**config.mk**
```make
export PLATFORM = sky130hd
export DESIGN_NAME = fetch_unit
export DESIGN_NICKNAME = d
export VERILOG_FILES = /design/src/rtl/fetch_unit_pkg.sv /design/src/rtl/fetch_fifo.sv /design/src/rtl/fetch_unit.sv
export SDC_FILE = /design/constraint.sdc
export NUM_CORES = 1
export LEC_CHECK = 0
export ABC_AREA = 1
export BUFFER_PORTS_ARGS = -buffer_cell sky130_fd_sc_hd__buf_2
export CAP_MARGIN = 20
export CORE_MARGIN = 2
export CORE_UTILIZATION = 25
export CTS_CLUSTER_SIZE = 30
export DETAILED_ROUTE_END_ITERATION = 10
export SYNTH_ARGS = -nofsm -noshare
export SYNTH_HDL_FRONTEND = slang
export SYNTH_SLANG_ARGS = --single-unit
```
**constraint.sdc**
```tcl
create_clock -name clk -period 2.8 [get_ports clk]
set_input_delay 0.56 -clock clk [delete_from_list [all_inputs] [get_ports clk]]
set_output_delay 0.56 -clock clk [all_outputs]
set_load 0.005 [all_outputs]
```
**src/rtl/fetch_unit_pkg.sv**
```systemverilog
// Shared fetch-stage defaults: datapath width, reset PC and the bubble encoding used by IF/ID.
package fetch_unit_pkg;

  localparam int unsigned DEF_WIDTH = 12;
  localparam int unsigned DEF_DEPTH = 4;
  localparam logic [DEF_WIDTH-1:0] DEF_RESET_PC = '0;
  localparam logic [DEF_WIDTH-1:0] INSTR_NOP = '0;

  // Width of a counter that must reach the value n inclusive.
  function automatic int unsigned cnt_width(input int unsigned n);
    return $clog2(n + 1);
  endfunction

endpackage

```
**src/rtl/fetch_fifo.sv**
```systemverilog
// Synchronous FIFO with flush; combinational head read. Push while full is taken only alongside
// a pop in the same cycle.
module fetch_fifo
  import fetch_unit_pkg::*;
#(
  parameter int unsigned WIDTH = 2 * DEF_WIDTH,
  parameter int unsigned DEPTH = DEF_DEPTH,
  localparam int unsigned AW = $clog2(DEPTH),
  localparam int unsigned CW = cnt_width(DEPTH)
) (
  input  logic             clk,
  input  logic             reset,
  input  logic             push,
  input  logic [WIDTH-1:0] wdata,
  input  logic             pop,
  input  logic             flush,
  output logic [WIDTH-1:0] rdata,
  output logic             full,
  output logic             empty,
  output logic [CW-1:0]    count
);

  logic [WIDTH-1:0] r_mem [DEPTH];
  logic [AW-1:0]    r_wptr;
  logic [AW-1:0]    r_rptr;
  logic [CW-1:0]    r_count;
  logic             w_push;
  logic             w_pop;

  assign empty  = (r_count == '0);
  assign full   = (r_count == CW'(DEPTH));
  assign count  = r_count;
  assign rdata  = r_mem[r_rptr];
  assign w_pop  = pop && !empty;
  assign w_push = push && (!full || w_pop);

  always_ff @(posedge clk) begin
    if (w_push) begin
      r_mem[r_wptr] <= wdata;
    end
  end

  // DEPTH is a power of two, so the pointers wrap on their own.
  always_ff @(posedge clk) begin
    if (reset || flush) begin
      r_wptr  <= '0;
      r_rptr  <= '0;
      r_count <= '0;
    end else begin
      if (w_push) r_wptr <= r_wptr + 1'b1;
      if (w_pop)  r_rptr <= r_rptr + 1'b1;
      case ({w_push, w_pop})
        2'b10:   r_count <= r_count + 1'b1;
        2'b01:   r_count <= r_count - 1'b1;
        default: r_count <= r_count;
      endcase
    end
  end

endmodule

```
**src/rtl/fetch_unit.sv**
```systemverilog
// Instruction-fetch stage: owns the PC, issues in-order memory requests, buffers returned words
// with their PCs and presents them to IF/ID; redirects flush and drop in-flight responses.
module fetch_unit
  import fetch_unit_pkg::*;
#(
  parameter int unsigned      WIDTH    = DEF_WIDTH,
  parameter int unsigned      DEPTH    = DEF_DEPTH,
  parameter logic [WIDTH-1:0] RESET_PC = WIDTH'(DEF_RESET_PC)
) (
  input  logic             clk,
  input  logic             reset,
  output logic             imem_req,
  output logic [WIDTH-1:0] imem_addr,
  input  logic             imem_ready,
  input  logic             imem_rvalid,
  input  logic [WIDTH-1:0] imem_rdata,
  input  logic             redirect,
  input  logic [WIDTH-1:0] redirect_pc,
  input  logic             stall,
  output logic             if_valid,
  output logic [WIDTH-1:0] if_pc,
  output logic [WIDTH-1:0] if_instr,
  output logic             fetch_err
);

  localparam int unsigned CW = cnt_width(DEPTH);

  logic [WIDTH-1:0]   r_fetch_pc;
  logic [CW-1:0]      r_outstanding;
  logic [CW-1:0]      r_drop;
  logic               r_fetch_err;

  logic [2*WIDTH-1:0] w_head;
  logic [WIDTH-1:0]   w_rsp_pc;
  logic [CW-1:0]      w_count;
  logic [CW-1:0]      w_sh_count;
  logic               w_empty;
  logic               w_full;
  logic               w_sh_full;
  logic               w_sh_empty;
  logic               w_room;
  logic               w_accept;
  logic               w_rv_cnt;
  logic               w_rsp_ok;
  logic               w_rsp_drop;
  logic               w_pop;
  logic               w_unused;

  // Credits count in-flight requests as occupied so the buffer can never overflow.
  assign w_room     = ({1'b0, w_count} + {1'b0, r_outstanding}) < (CW + 1)'(DEPTH);
  assign imem_req   = !reset && !redirect && w_room;
  assign imem_addr  = r_fetch_pc;
  assign w_accept   = imem_req && imem_ready;

  // A response with nothing outstanding is stray: flagged, never counted or buffered.
  assign w_rv_cnt   = imem_rvalid && (r_outstanding != '0);
  assign w_rsp_ok   = w_rv_cnt && (r_drop == '0) && !redirect;
  assign w_rsp_drop = w_rv_cnt && (r_drop != '0) && !redirect;

  assign if_valid   = !reset && !w_empty;
  assign if_pc      = if_valid ? w_head[2*WIDTH-1:WIDTH] : '0;
  assign if_instr   = if_valid ? w_head[WIDTH-1:0] : '0;
  assign w_pop      = if_valid && !stall;
  assign fetch_err  = r_fetch_err;
  assign w_unused   = ^{w_full, w_sh_full, w_sh_empty, w_sh_count};

  always_ff @(posedge clk) begin
    if (reset) begin
      r_fetch_pc    <= RESET_PC;
      r_outstanding <= '0;
      r_drop        <= '0;
      r_fetch_err   <= 1'b0;
    end else begin
      if (redirect)      r_fetch_pc <= redirect_pc;
      else if (w_accept) r_fetch_pc <= r_fetch_pc + 1'b1;

      case ({w_accept, w_rv_cnt})
        2'b10:   r_outstanding <= r_outstanding + 1'b1;
        2'b01:   r_outstanding <= r_outstanding - 1'b1;
        default: r_outstanding <= r_outstanding;
      endcase

      if (redirect)        r_drop <= r_outstanding - CW'(w_rv_cnt);
      else if (w_rsp_drop) r_drop <= r_drop - 1'b1;

      if (imem_rvalid && (r_outstanding == '0)) r_fetch_err <= 1'b1;
    end
  end

  // PC shadow: holds the address of every live (non-dropped) request, oldest first.
  fetch_fifo #(
    .WIDTH(WIDTH),
    .DEPTH(DEPTH)
  ) u_pc_shadow (
    .clk  (clk),
    .reset(reset),
    .push (w_accept),
    .wdata(r_fetch_pc),
    .pop  (w_rsp_ok),
    .flush(redirect),
    .rdata(w_rsp_pc),
    .full (w_sh_full),
    .empty(w_sh_empty),
    .count(w_sh_count)
  );

  fetch_fifo #(
    .WIDTH(2 * WIDTH),
    .DEPTH(DEPTH)
  ) u_prefetch (
    .clk  (clk),
    .reset(reset),
    .push (w_rsp_ok),
    .wdata({w_rsp_pc, imem_rdata}),
    .pop  (w_pop),
    .flush(redirect),
    .rdata(w_head),
    .full (w_full),
    .empty(w_empty),
    .count(w_count)
  );

endmodule

```
* After elaboration in Yosys (flattened, before gate mapping) *
Memory sizes are Yosys's and may differ from the RTL's. A register that Yosys moved wholly into a read port is not among the register bits.
Index checks and enable logic that the tools add are counted.
Widths: inputs -> output; s select.

storage, ports and cells
  register bits after elaboration = 33
  memory bits (writable) = 144
  bits of input ports = 30
  output and inout bits = 39
  word-level logic and storage cells = 88
  memories kept = 2

cells by class
  $add $sub $neg = 14
  $lt $le $gt $ge = 1
  equal/unequal tests = 8
  multiplexer cells = 17
  reductions and logical operators = 36

memories
  name               depth  bits a word  rd ports  clocked after Yosys merged registers in  write ports  RTL line          RTL
  u_prefetch.r_mem   4      24           1         1                                        1            fetch_fifo.sv:23  logic [WIDTH-1:0] r_mem [DEPTH];
  u_pc_shadow.r_mem  4      12           1         1                                        1            fetch_fifo.sv:23

operator list
  cell                   number
  $mux 12                4
  $pmux 3 s2             3
  $logic_and 1x1->1      15
  $add 12x1->12 const B  1
  $logic_not 3->1        4
  $sub 3x1->3 const B    4
  $reduce_bool 2->1      5
  $add 3x1->3 const B    3
  $add 2x1->2 const B    4
  $mux 2                 4
  $logic_not 1->1        7
  $eq 2x1->1 const B     3
  $eq 2x2->1 const B     3
  $eq 3x3->1 const B     2
  $mux 3                 2
  $reduce_bool 3->1      2
  $add 3x3->4            1
  $lt 4x3->1 const B     1
  $mux 1                 4
  $logic_or 1x1->1       3
  $sub 3x1->3            1

* Depth between registers and ports, before layout *
  depth after elaboration = 9
  gate-level depth with buffers = 15
  depth with buffers taken out = 15

* Cells and area by module *
Synthesis repeated with hierarchy kept, for this count alone.

unflattened totals
  cell total of the unflattened synthesis = 737
  area, all modules = 7,790.0 um^2

by module, submodules not included
  module                     times used  cells each  area each (um^2)  seq. area each (um^2)
  fetch_fifo at u_prefetch   1           297         4,016.4           3,062.9
  fetch_fifo at u_pc_shadow  1           181         2,250.9           1,621.6
  fetch_unit                 1           259         1,522.7           380.4

* Worst setup path before layout *
OpenSTA, ideal clock, no wires.

  kind = input -> register
  start point = input port reset
  end point = memory u_prefetch.r_mem[0][0] (netlist name) (enable)
  setup time = 0.405 ns
  arrival time = 2.244 ns
  data required time = 2.395 ns
  setup slack = 0.151 ns
  stages = 4
  path buffers = 1
  cells stage by stage = buf_2 o2111ai_1 nand2_1 nor2_1

on the way
  cells in the longest elaborated chain, start to end = 8

ends and longest elaborated chain
  item                          RTL line          RTL
  from (decl)                   fetch_unit.sv:11  input logic reset,
  $logic_not 1->1               fetch_unit.sv:60  assign if_valid = !reset && !w_empty;
  $logic_and 1x1->1             fetch_unit.sv:60
  $logic_and 1x1->1             fetch_unit.sv:63  assign w_pop = if_valid && !stall;
  $logic_and 1x1->1             fetch_fifo.sv:34  assign w_pop = pop && !empty;
  $logic_or 1x1->1              fetch_fifo.sv:35  assign w_push = push && (!full || w_pop);
  $logic_and 1x1->1             fetch_fifo.sv:35
  $mux 1                        fetch_fifo.sv:38  if (w_push) begin
  $mux 1 (not written as such)  fetch_fifo.sv:39  r_mem[r_wptr] <= wdata;
  to (decl)                     fetch_fifo.sv:23

Every way passes these cells.

==> summary.txt <==
Outcome
  • Status: complete, no violations

Global routing
  • Met3 GRT Util: 0.0223
  • Gr busiest metal: met2
  • Vias in the first global route: 4,866
  • First-pass GRT wire length: 26,400 µm
  • Grt met1 use: 0.150
  • Total track usage: 0.102
  • Pin count of the biggest net entering global routing: 41
  • Initial antenna violation count: 0
  • Grt total ovfl: 0
  • M2 GR Usage: 0.151

Setup path
  • Crit Path Category: reg2out
  • Worst setup EP type: output pin
  • Type of origin of the critical path: flop
  • Crit path DAT: 1880 ps
  • Worst-path fanout max: 24
  • CP required: 2240 ps

Yosys
  • Primary FF master, synth: edfxtp_1
  • YS warnings: 0
  • Synthesized area: 0.00770 mm²
  • Synth Area in Simple Gates: 0.150
  • Post-synth net total: 783
  • Area contributors post-synth: edfxtp_1 (56%), dfxtp_1 (9.6%), nor2_1 (8.0%), o21ai_0 (5.9%), nand2_1 (3.6%)
  • Post-synth EDFFs: 144
  • Sequential fraction of the synthesis area: 0.658
  • Post-synthesis xor/xnor area fraction: 0.00569
  • Syn avg cell area: 10.5 µm²
  • Yosys reg bits: 181
  • Mux cell area share after synthesis: 0
  • Complex-gate fraction of the synthesized area: 0.104
  • Synth Area in Adders: 0.0370
  • Top-area cell type share of the netlist area: 0.562
  • Syn Inst Count: 732
  • Largest family of logic cells by synthesized area: simple AND/OR/NAND/NOR gates
  • Most area-hungry cell type in the Yosys netlist: edfxtp_1
  • Async SR Flop Fraction: 0
  • Yosys cell types: 26

Pwr
  • Seq pwr share: 0.529
  • Pint: 0.00434 W
  • Pwr/cell area: 620 mW/mm²
  • Sw Ratio: 0.235
  • Lkg Pwr: 3.41 nW
  • P_sw: 0.00134 W
  • Clock power frac: 0.414
  • VDD IR max: 0.412 mV
  • Gate power share: 0.057

Clock network
  • Post-CTS Setup Bufs: 0
  • Clock Latency Late Sink: 420 ps
  • Clk root buf: clkbuf_16
  • CTS tree: done
  • Post-CTS sizing: 0
  • CTS buffer count: 17
  • Clk pin slew, worst setup/hold paths: 70 ps
  • CTS H-tree depth: 4
  • Num Clock Sinks: 181
  • CTS max path bufs: 2
  • Hold_buf cts: 0

Floorplanning
  • Num rows: 64
  • Die width: 179 µm
  • CORE AREA: 0.0304 mm²
  • Die height: 179 µm
  • Starting density of the core: 0.253
  • Die area: 0.0322 mm²
  • # IOs: 69

Routing
  • Via-to-Cell Ratio: 4.32
  • DR vias: 5,258
  • Final wirelength: 16,200 µm
  • Routed Antenna Nets: 0
  • Drt drc: 0
  • WL per Instance: 13.3 µm
  • TritonRoute pass-1 iters: 5
  • Initial DRC count: 341

Placement
  • GP Congestion: 0.762
  • Port Buffers: 68
  • Hpwl dp: 10,300 µm
  • Area post-placement: 0.00857 mm²

STA
  • Slew HR: 0.395
  • Fmax: 0.410 GHz
  • Crit path time final: 2440 ps
  • Max-slew violations: 0
  • Final clock skew: 9.82 ps
  • Sum of negative setup slack: 0 ps
  • Tcrit/Tclk final: 0.871
  • Hold Fails Final Rpt: 0
  • Actual slew at the worst max-slew pin: 906 ps
  • RSZ-0062 raised after global routing: no
  • Setup violations, final: 0

Layout
  • Final instance area: 0.00916 mm²
  • Layout area overhead: 19.0%
  • Share of cells above drive strength 1: 0.158
  • # diodes: 0
  • # nets final: 860

Min path
  • Worst hold path type: in2reg

Run
  • Max-cap violations: 0
power by group through the flow:
stage,clock (W),combinational (W),sequential (W)
after floorplan,0,0.000210,0.00305
after CTS,0.00241,0.000326,0.00300
after global placement,0,0.000317,0.00306
after global routing,0.00252,0.000378,0.00301
final,0.00235,0.000322,0.00301
after detailed placement,0,0.000324,0.00306
Yosys cell counts, types with 6 or more instances:
cell and count:
o21ai_0 91, dfxtp_1 37, nand3_1 33, buf_2 6
nand2_1 73, inv_1 55, edfxtp_1 144, a21oi_1 50
nor2_1 165, o22ai_1 12, ha_1 18, clkbuf_1 20
metrics by stage:
stage	power (W)	setup WS [ps]	std cells	hold slack [ps]	utilization
floorplan	0.00326	151	732	436	-
global placement	0.00338	375	1186	445	0.282
detailed placement	0.00339	330	1186	444	0.282
CTS	0.00574	273	1218	332	0.301
global route	0.00591	121	1218	342	0.301
finish	0.00568	361	1218	350	0.301
registers in the layout (all words and copies together), names as in the netlist, 3 cells and up, named ones only:
| signal | cells |
|---|---|
| r_drop | 3 |
| u_pc_shadow.count | 3 |
| u_prefetch.r_mem | 96 |
| imem_addr | 12 |
| u_prefetch.count | 3 |
| r_outstanding | 3 |
| u_pc_shadow.r_mem | 48 |
area by class of cell:
| cell class | instances | area (µm²) |
|---|---|---|
| clock buffers | 17 | 425 |
| clock inverters | 15 | 161 |
| fillers | 3150 | 21300 |
| inverters | 57 | 214 |
| multi-input cells | 464 | 2300 |
| flip-flops and latches | 181 | 5060 |
| well taps | 396 | 495 |
| repair buffers | 88 | 503 |
worst paths after layout:
kind	from	slack [ps]	endpoint	cells after the start
max reg2reg	r_drop[0]	370	u_pc_shadow.count[2]	15
min reg2reg	fetch_err	460	fetch_err	2
max	flop	360	if_instr[8]	5
min	imem_rdata[11]	350	u_prefetch.r_mem[3][11]	1
kinds of logic after synthesis:
family / after synthesis
fa+ha+maj: 21
compound gates: 156
simple gates: 282
xor+xnor: 5
flops: 181
buf+inv: 87
worst max-delay path, stage by stage, from the launching register on:
cell and delay, ps:
dfxtp_1 310, inv_1 660, nor2_1 110, o21ai_0 100, a21oi_1 120, buf_2 150
placed cells by master (no fill, tap or decap), drive strengths merged:
cell	n
clkinv	6
xor2	3
o2111ai	1
buf	88
o21ai	91
inv	64
dfxtp	37
nand3b	4
bufinv	1
clkbuf	17
nand3	33
a21oi	50
ha	18
fa	3
nor3	1
o22ai	12
a21boi	2
nor2	167
nand4	1
nand2	76
xnor2	2
edfxtp	144
clkinvlp	1
metal layers:
| layer | wire (µm) | up-vias |
|---|---|---|
| met4 | 84 | 0 |
| li1 | - | 2659 |
| met1 | 8360 | 2465 |
| met3 | 678 | 8 |
| met5 | 0 | - |
| met2 | 7110 | 126 |
(Power assumes the default switching activity.)
